--- src/rtl/tmr0_ctrl_if.sv ---
// rtl/tmr0_ctrl_if.sv - CPU-side bus between the core and the TMR0/WDT sequencer
//
// Signals (named from the sequencer's point of view):
//   tmr0_wr, option_wr, wr_data  CPU write strobes and write data
//   t0if_clr, t0ie               T0IF clear strobe and TMR0 interrupt enable
//   sleep_req, clrwdt_req        SLEEP / CLRWDT instruction pulses
//   option_out, t0if, t0_irq     OPTION readback, overflow flag, interrupt
//   cpu_stall                    core must hold its current instruction
// Modports: master = CPU core, slave = tmr0_ctrl.

interface tmr0_ctrl_if;
    logic       tmr0_wr;
    logic       option_wr;
    logic [7:0] wr_data;
    logic       t0if_clr;
    logic       t0ie;
    logic       sleep_req;
    logic       clrwdt_req;
    logic [7:0] option_out;
    logic       t0if;
    logic       t0_irq;
    logic       cpu_stall;

    modport master (
        output tmr0_wr, option_wr, wr_data, t0if_clr, t0ie, sleep_req, clrwdt_req,
        input  option_out, t0if, t0_irq, cpu_stall
    );

    modport slave (
        input  tmr0_wr, option_wr, wr_data, t0if_clr, t0ie, sleep_req, clrwdt_req,
        output option_out, t0if, t0_irq, cpu_stall
    );
endinterface

--- src/rtl/tmr0_ctrl.sv ---
// rtl/tmr0_ctrl.sv - TMR0/WDT sequencer: OPTION, T0IF, TMR0 writes, PSA swap, SLEEP/WDT states
//
// Optional feature macro: TMR0_SLEEP_WAKE_EN (TMR0 overflow wakes the core from SLEEP).
//
// Ports:
//   clkout, rst         instruction clock, synchronous active-high reset
//   cpu                 tmr0_ctrl_if.slave CPU bus (writes, T0IF, SLEEP/CLRWDT, stall)
//   t0cs/t0se/psa/ps    OPTION fields to the timer
//   tmr0_load(_val)     timer load strobe and data
//   tmr0_inhibit        timer must not increment
//   presc_clr, wdt_clr  clear shared prescaler / WDT counter
//   tmr0if_set_en       overflow pulse from the timer
//   wdt_timeout         WDT overflow pulse from the timer
//   sleeping            core clock gated
//   wdt_rst_req         device reset request after a WDT timeout in RUN
//   to_n, pd_n          STATUS TO#/PD#, power-on initialised, untouched by rst

module tmr0_ctrl #(
    parameter logic [7:0] OPTION_RST     = 8'hFF,
    parameter int         INHIBIT_CYCLES = 2
) (
    input  logic       clkout,
    input  logic       rst,
    tmr0_ctrl_if.slave cpu,
    output logic       t0cs,
    output logic       t0se,
    output logic       psa,
    output logic [2:0] ps,
    output logic       tmr0_load,
    output logic [7:0] tmr0_load_val,
    output logic       tmr0_inhibit,
    output logic       presc_clr,
    output logic       wdt_clr,
    input  logic       tmr0if_set_en,
    input  logic       wdt_timeout,
    output logic       sleeping,
    output logic       wdt_rst_req,
    output logic       to_n,
    output logic       pd_n
);

    typedef enum logic [2:0] {
        ST_RUN,
        ST_PSW1,
        ST_PSW2,
        ST_SLP,
        ST_WAKE,
        ST_WRST
    } state_t;

    localparam logic [1:0] INH_LOAD = 2'(INHIBIT_CYCLES);

    state_t     state_q, state_d;
    logic [7:0] option_q, option_d;
    logic [7:0] pend_q, pend_d;      // OPTION value parked during the PSA swap
    logic [1:0] inh_q, inh_d;
    logic       t0if_q, t0if_d;

    // Power-on values only: a WDT-induced rst must leave TO#/PD# intact so
    // firmware can tell why it restarted.
    logic       to_n_q = 1'b1;
    logic       pd_n_q = 1'b1;
    logic       to_n_d, pd_n_d;

    assign t0cs = option_q[5];
    assign t0se = option_q[4];
    assign psa  = option_q[3];
    assign ps   = option_q[2:0];

    assign tmr0_load_val  = cpu.wr_data;
    assign cpu.option_out = option_q;
    assign cpu.t0if       = t0if_q;
    assign cpu.t0_irq     = t0if_q & cpu.t0ie;

    // In SLEEP the internal-clock timer stops with the core clock.
    assign tmr0_inhibit = (inh_q != 2'd0) || (state_q == ST_SLP && !t0cs);
    assign sleeping     = (state_q == ST_SLP) || (state_q == ST_WAKE);
    assign wdt_rst_req  = (state_q == ST_WRST);
    assign to_n         = to_n_q;
    assign pd_n         = pd_n_q;

    // Set wins over clear so an overflow coinciding with the clear is not lost.
    always_comb begin
        t0if_d = t0if_q;
        if (tmr0if_set_en)
            t0if_d = 1'b1;
        else if (cpu.t0if_clr)
            t0if_d = 1'b0;
    end

    always_comb begin
        state_d       = state_q;
        option_d      = option_q;
        pend_d        = pend_q;
        inh_d         = (inh_q != 2'd0) ? inh_q - 2'd1 : 2'd0;
        to_n_d        = to_n_q;
        pd_n_d        = pd_n_q;
        tmr0_load     = 1'b0;
        presc_clr     = 1'b0;
        wdt_clr       = 1'b0;
        cpu.cpu_stall = 1'b0;

        case (state_q)
            ST_RUN: begin
                if (wdt_timeout) begin
                    state_d = ST_WRST;
                    to_n_d  = 1'b0;
                    pd_n_d  = 1'b1;
                end else if (cpu.sleep_req) begin
                    wdt_clr   = 1'b1;
                    presc_clr = psa;
                    to_n_d    = 1'b1;
                    pd_n_d    = 1'b0;
                    state_d   = ST_SLP;
                end else if (cpu.clrwdt_req) begin
                    wdt_clr   = 1'b1;
                    presc_clr = psa;
                    to_n_d    = 1'b1;
                    pd_n_d    = 1'b1;
                end else if (cpu.tmr0_wr) begin
                    // A simultaneous OPTION write falls through and is dropped.
                    tmr0_load = 1'b1;
                    presc_clr = !psa;
                    inh_d     = INH_LOAD;
                end else if (cpu.option_wr) begin
                    if (cpu.wr_data[3] != psa) begin
                        // Prescaler changes owner: clear it with the old
                        // assignment still in place before switching.
                        cpu.cpu_stall = 1'b1;
                        pend_d        = cpu.wr_data;
                        state_d       = ST_PSW1;
                    end else begin
                        option_d = cpu.wr_data;
                    end
                end
            end
            ST_PSW1: begin
                presc_clr     = 1'b1;
                wdt_clr       = 1'b1;
                cpu.cpu_stall = 1'b1;
                state_d       = ST_PSW2;
            end
            ST_PSW2: begin
                presc_clr = 1'b1;
                option_d  = pend_q;
                state_d   = ST_RUN;
            end
            ST_SLP: begin
                if (wdt_timeout) begin
                    to_n_d  = 1'b0;
                    state_d = ST_WAKE;
                end
`ifdef TMR0_SLEEP_WAKE_EN
                else if (t0cs && tmr0if_set_en && cpu.t0ie) begin
                    state_d = ST_WAKE;
                end
`endif
            end
            ST_WAKE: begin
                state_d = ST_RUN;
            end
            ST_WRST: begin
                state_d = ST_WRST;
            end
            default: begin
                state_d = ST_RUN;
            end
        endcase
    end

    always_ff @(posedge clkout) begin
        if (rst) begin
            state_q  <= ST_RUN;
            option_q <= OPTION_RST;
            pend_q   <= OPTION_RST;
            inh_q    <= 2'd0;
            t0if_q   <= 1'b0;
        end else begin
            state_q  <= state_d;
            option_q <= option_d;
            pend_q   <= pend_d;
            inh_q    <= inh_d;
            t0if_q   <= t0if_d;
        end
    end

    always_ff @(posedge clkout) begin
        if (!rst) begin
            to_n_q <= to_n_d;
            pd_n_q <= pd_n_d;
        end
    end

endmodule

--- src/flat_wrapper.sv ---
// flat-port wrapper written by rule: the top's interface ports become plain ports
module tmr0_ctrl_flat 
#(
    parameter logic [7:0] OPTION_RST     = 8'hFF,
    parameter int         INHIBIT_CYCLES = 2
)
  (clkout, rst, t0cs, t0se, psa, ps, tmr0_load, tmr0_load_val, tmr0_inhibit, presc_clr, wdt_clr, tmr0if_set_en, wdt_timeout, sleeping, wdt_rst_req, to_n, pd_n, cpu_tmr0_wr, cpu_option_wr, cpu_wr_data, cpu_t0if_clr, cpu_t0ie, cpu_sleep_req, cpu_clrwdt_req, cpu_option_out, cpu_t0if, cpu_t0_irq, cpu_cpu_stall);
  tmr0_ctrl_if cpu_i ();
  input  logic clkout;
  input  logic rst;
  output logic t0cs;
  output logic t0se;
  output logic psa;
  output logic [2:0] ps;
  output logic tmr0_load;
  output logic [7:0] tmr0_load_val;
  output logic tmr0_inhibit;
  output logic presc_clr;
  output logic wdt_clr;
  input  logic tmr0if_set_en;
  input  logic wdt_timeout;
  output logic sleeping;
  output logic wdt_rst_req;
  output logic to_n;
  output logic pd_n;
  input wire logic [$bits(cpu_i.tmr0_wr)-1:0] cpu_tmr0_wr;
  input wire logic [$bits(cpu_i.option_wr)-1:0] cpu_option_wr;
  input wire logic [$bits(cpu_i.wr_data)-1:0] cpu_wr_data;
  input wire logic [$bits(cpu_i.t0if_clr)-1:0] cpu_t0if_clr;
  input wire logic [$bits(cpu_i.t0ie)-1:0] cpu_t0ie;
  input wire logic [$bits(cpu_i.sleep_req)-1:0] cpu_sleep_req;
  input wire logic [$bits(cpu_i.clrwdt_req)-1:0] cpu_clrwdt_req;
  output wire logic [$bits(cpu_i.option_out)-1:0] cpu_option_out;
  output wire logic [$bits(cpu_i.t0if)-1:0] cpu_t0if;
  output wire logic [$bits(cpu_i.t0_irq)-1:0] cpu_t0_irq;
  output wire logic [$bits(cpu_i.cpu_stall)-1:0] cpu_cpu_stall;
  assign cpu_i.tmr0_wr = cpu_tmr0_wr;
  assign cpu_i.option_wr = cpu_option_wr;
  assign cpu_i.wr_data = cpu_wr_data;
  assign cpu_i.t0if_clr = cpu_t0if_clr;
  assign cpu_i.t0ie = cpu_t0ie;
  assign cpu_i.sleep_req = cpu_sleep_req;
  assign cpu_i.clrwdt_req = cpu_clrwdt_req;
  assign cpu_option_out = cpu_i.option_out;
  assign cpu_t0if = cpu_i.t0if;
  assign cpu_t0_irq = cpu_i.t0_irq;
  assign cpu_cpu_stall = cpu_i.cpu_stall;
  tmr0_ctrl #(.OPTION_RST(OPTION_RST), .INHIBIT_CYCLES(INHIBIT_CYCLES)) u_core (.clkout(clkout), .rst(rst), .cpu(cpu_i), .t0cs(t0cs), .t0se(t0se), .psa(psa), .ps(ps), .tmr0_load(tmr0_load), .tmr0_load_val(tmr0_load_val), .tmr0_inhibit(tmr0_inhibit), .presc_clr(presc_clr), .wdt_clr(wdt_clr), .tmr0if_set_en(tmr0if_set_en), .wdt_timeout(wdt_timeout), .sleeping(sleeping), .wdt_rst_req(wdt_rst_req), .to_n(to_n), .pd_n(pd_n));
endmodule
--- config.mk ---
export PLATFORM = sky130hd
export DESIGN_NAME = tmr0_ctrl_flat
export DESIGN_NICKNAME = d
export VERILOG_FILES = /design/src/rtl/tmr0_ctrl_if.sv /design/src/rtl/tmr0_ctrl.sv /design/src/flat_wrapper.sv
export SDC_FILE = /design/constraint.sdc
export NUM_CORES = 1
export LEC_CHECK = 0
export ABC_AREA = 1
export BUFFER_PORTS_ARGS = -buffer_cell sky130_fd_sc_hd__buf_2
export CAP_MARGIN = 20
export CORE_MARGIN = 1.5
export CORE_UTILIZATION = 41
export DETAILED_ROUTE_END_ITERATION = 16
export PLACE_DENSITY_LB_ADDON = 0.08
export SYNTH_ARGS = -nofsm -noshare
export SYNTH_HDL_FRONTEND = slang
export SYNTH_SLANG_ARGS = --single-unit
--- constraint.sdc ---
create_clock -name clkout -period 2.1 [get_ports clkout]
set_input_delay 0.105 -clock clkout [delete_from_list [all_inputs] [get_ports clkout]]
set_output_delay 0.105 -clock clkout [all_outputs]
set_load 0.02 [all_outputs]
==> metrics.md <==
| Metric | Value |
|---|---|
| Hold wc startpoint | rst |
| DRC viols | 0 |
| Via density | 4.84 |
| Num Clock Sinks | 24 |
| Leakage | about 0.88 nW |
| Inserted Diodes | 0 |
| Slew HR | around 65% |
| Tot GR Track Use | a little under a fifth |
| Fin util | 51.7% |
| Worst r2r src | u_core.state_q[1]$_SDFFE_PP0P_ |
| Slowest-stage cell, CP | dfxtp_1 |
| Post-Layout Inst Area | between 1500 and 2000 µm² |
| Delay of the slowest critical-path stage | approximately 470 ps |
| Full die area | 3710 µm² |
| Average size of a mapped cell | 7.12 µm² |
| Critical Path Most Common Cell | nand3_1 |
| IO buf count | 50 |
| Fin crit share | approximately 85% |
| Min Tclk post-route | around 1800 ps |
| Die Ht | 60.9 µm |
| Status | finished clean |
| Worst Path Arrival | about 1700 ps |
| # hold bufs at CTS | 1 |
| Share of post-route cells with drive strength above 1 | roughly 32% |
| Antenna-violating nets left | 0 |
| Clock buffer depth | 2 |
| Layout Nets | 250 |
| DR WL/cell | 10.6 µm |
| CP Cell Sequence | nor2_2, nand2_4, nor2_8, nand3_1, nand3_1, buf_2 |
| Hold Path Cell Cnt | 2 |
| Mapped Cells | 193 |
| Routability cong. | roughly 0.80 |
| CP Max Fanout | 12 |
| CP Buf/Inv Count | 1 |
| Clk_lat worst skew | approximately 330 ps |
| Cells on worst reg2reg path | 7 |
| Ys Warns | 0 |
| Area grow syn2layout | 17.8% |
| First-pass GRT wire length | between 5000 and 6000 µm |
| Max-cap violation count | 0 |
| # Post-CTS Setup Buffers | 0 |
| Worst r2r dst | u_core.cpu.option_out[6]$_SDFFE_PP1P_ |
| Post-Synthesis Cell Area | roughly 1400 µm² |
| Final number of hold-violating endpoints | 0 |
| RSZ-0062 raised after global routing | no |
| IO Pins | ~50 |
| Starting Density | a little over two fifths |
| Antenna violations before repair | 0 |
| Pwr Density | 1100 nW/µm² |
| Vias | about 1300 |
| Clk root buf | clkbuf_4 |
| Final HPWL DP | between 2000 and 2500 µm |
| Initial DRC Count | 68 |
| Wirelength, routed | between 2000 and 3000 µm |
| Max-slew violation count | 0 |
| Max Freq | between 500 and 600 MHz |
| CP Launch Type | flip-flop |
| Commonest cells after routing, fill and taps aside | 50 x nand3_1, 50 x nand2_1, 50 x buf_2 |
| Final Setup Violations | 0 |
| Top delay family on crit path | simple AND/OR/NAND/NOR gates |
| DP Area | roughly 1600 µm² |
| Die width | a little over 60 µm |
| First drt pass iteration count | 4 |
| Req. time, crit path | about 2000 ps |
| Crit end category | output pin |
| TritonCTS clock tree | built |
| Worst Setup SP | u_core.state_q[1]$_SDFFE_PP0P_ |
| Tot Pwr | about 1.8 mW |
| Number of global-route vias before repair | between 1000 and 1500 |
| Synth Register Bits | 24 |
| H-tree depth | 1 |
| Net Count, Synth | approximately 210 |
| Crit Path Category | flip-flop to output pin |
| Min-delay worst type | input pin to flip-flop |
| Worst-path clk slew | around 140 ps |
| Worst R2R Setup Slack | ~590 ps |
| Sequential share of the synthesized area | a little over a third |
| Skew final | ~4.7 ps |
| Maximum VDD drop | 441 µV |
| Core area | approximately 3100 µm² |
| Post-CTS Resized | 0 |
| Slew @ Worst Pin | between 500 and 600 ps |
| Largest net degree at the start of global routing | 19 |
| Setup TNS Final | 0 ps |
| Gr ovfl total | 0 |
| Number of buffers created by CTS | 3 |
| Post-synth cell types | 22 |
| Hold WS | ~18 ps |
| Hold endpoint | u_core.state_q[2]$_SDFFE_PP0P_ |
| Cell Rows | 20 |
## synthesized netlist by cell type, drive strengths merged
| cell type | count | area, µm² |
|---|---|---|
| o21ai | 3 | 18.8 |
| nand2 | 58 | 263 |
| inv | 16 | 60.1 |
| buf | 16 | 115 |
| clkbuf | 1 | 3.75 |
| a21oi | 3 | 15.0 |
| dfxtp | 22 | 440 |
| edfxtp | 2 | 60.1 |
| o211ai | 2 | 20.0 |
| nor2 | 19 | 118 |
| nand3 | 51 | 260 |
## worst max-delay path by stage
stage	end	depth (start not counted)
after floorplan	cpu_cpu_stall	6
final	presc_clr	6
after global routing	cpu_cpu_stall	7
after CTS	cpu_cpu_stall	7
after detailed placement	u_core.cpu.option_out[7]$_SDFFE_PP1P_	7
after global placement	u_core.cpu.option_out[6]$_SDFFE_PP1P_	7
## cell families after synthesis
logic type	after synthesis	synth area share (%)
compound gates	8	3.92
flops	24	36.4
simple gates	128	46.6
buf+inv	33	13.0
## routing by layer
metal,up-vias,routed length (µm),track usage [%]
li1,690,-,-
met1,589,1390,24.4
met2,46,1310,29.8
met3,5,160,2.99
met4,0,49,7.76
met5,-,0,0
## state kept, by name, summed over array words and instances (netlist names)
signal	flops
u_core.cpu.option_out	8
u_core.state_q	3
u_core.cpu.t0if	1
u_core.pend_q	8
u_core.pd_n	1
u_core.to_n	1
u_core.inh_q	2
## worst register-to-register path: stages, from the launching register on
cell	delay (ps)
dfxtp_1	630
inv_1	170
nand2_2	120
nor2_4	50
nand2_2	180
nand2_4	110
nand2_1	80
nand3_1	50
## where the power goes
part	switching, mW	internal [mW]
registers	0.0828	0.542
clock network	0.147	0.146
logic	0.588	0.280
total	0.818	0.967
## metrics by stage
stage | instances | worst slack [ps]
after floorplan | 193 | 760
after global placement | 270 | 679
after detailed placement | 270 | 607
after CTS | 275 | 283
after global routing | 275 | 132
final | 275 | 308
## area by class of cell
type                    count  area (µm²)
flip-flops and latches     24         500
inverters                  16        60.1
fillers                   344        1510
repair buffers             51         260
well taps                  44        55.1
multi-input cells         136         694
clock buffers               4        47.5
(Power assumes the default switching activity.)
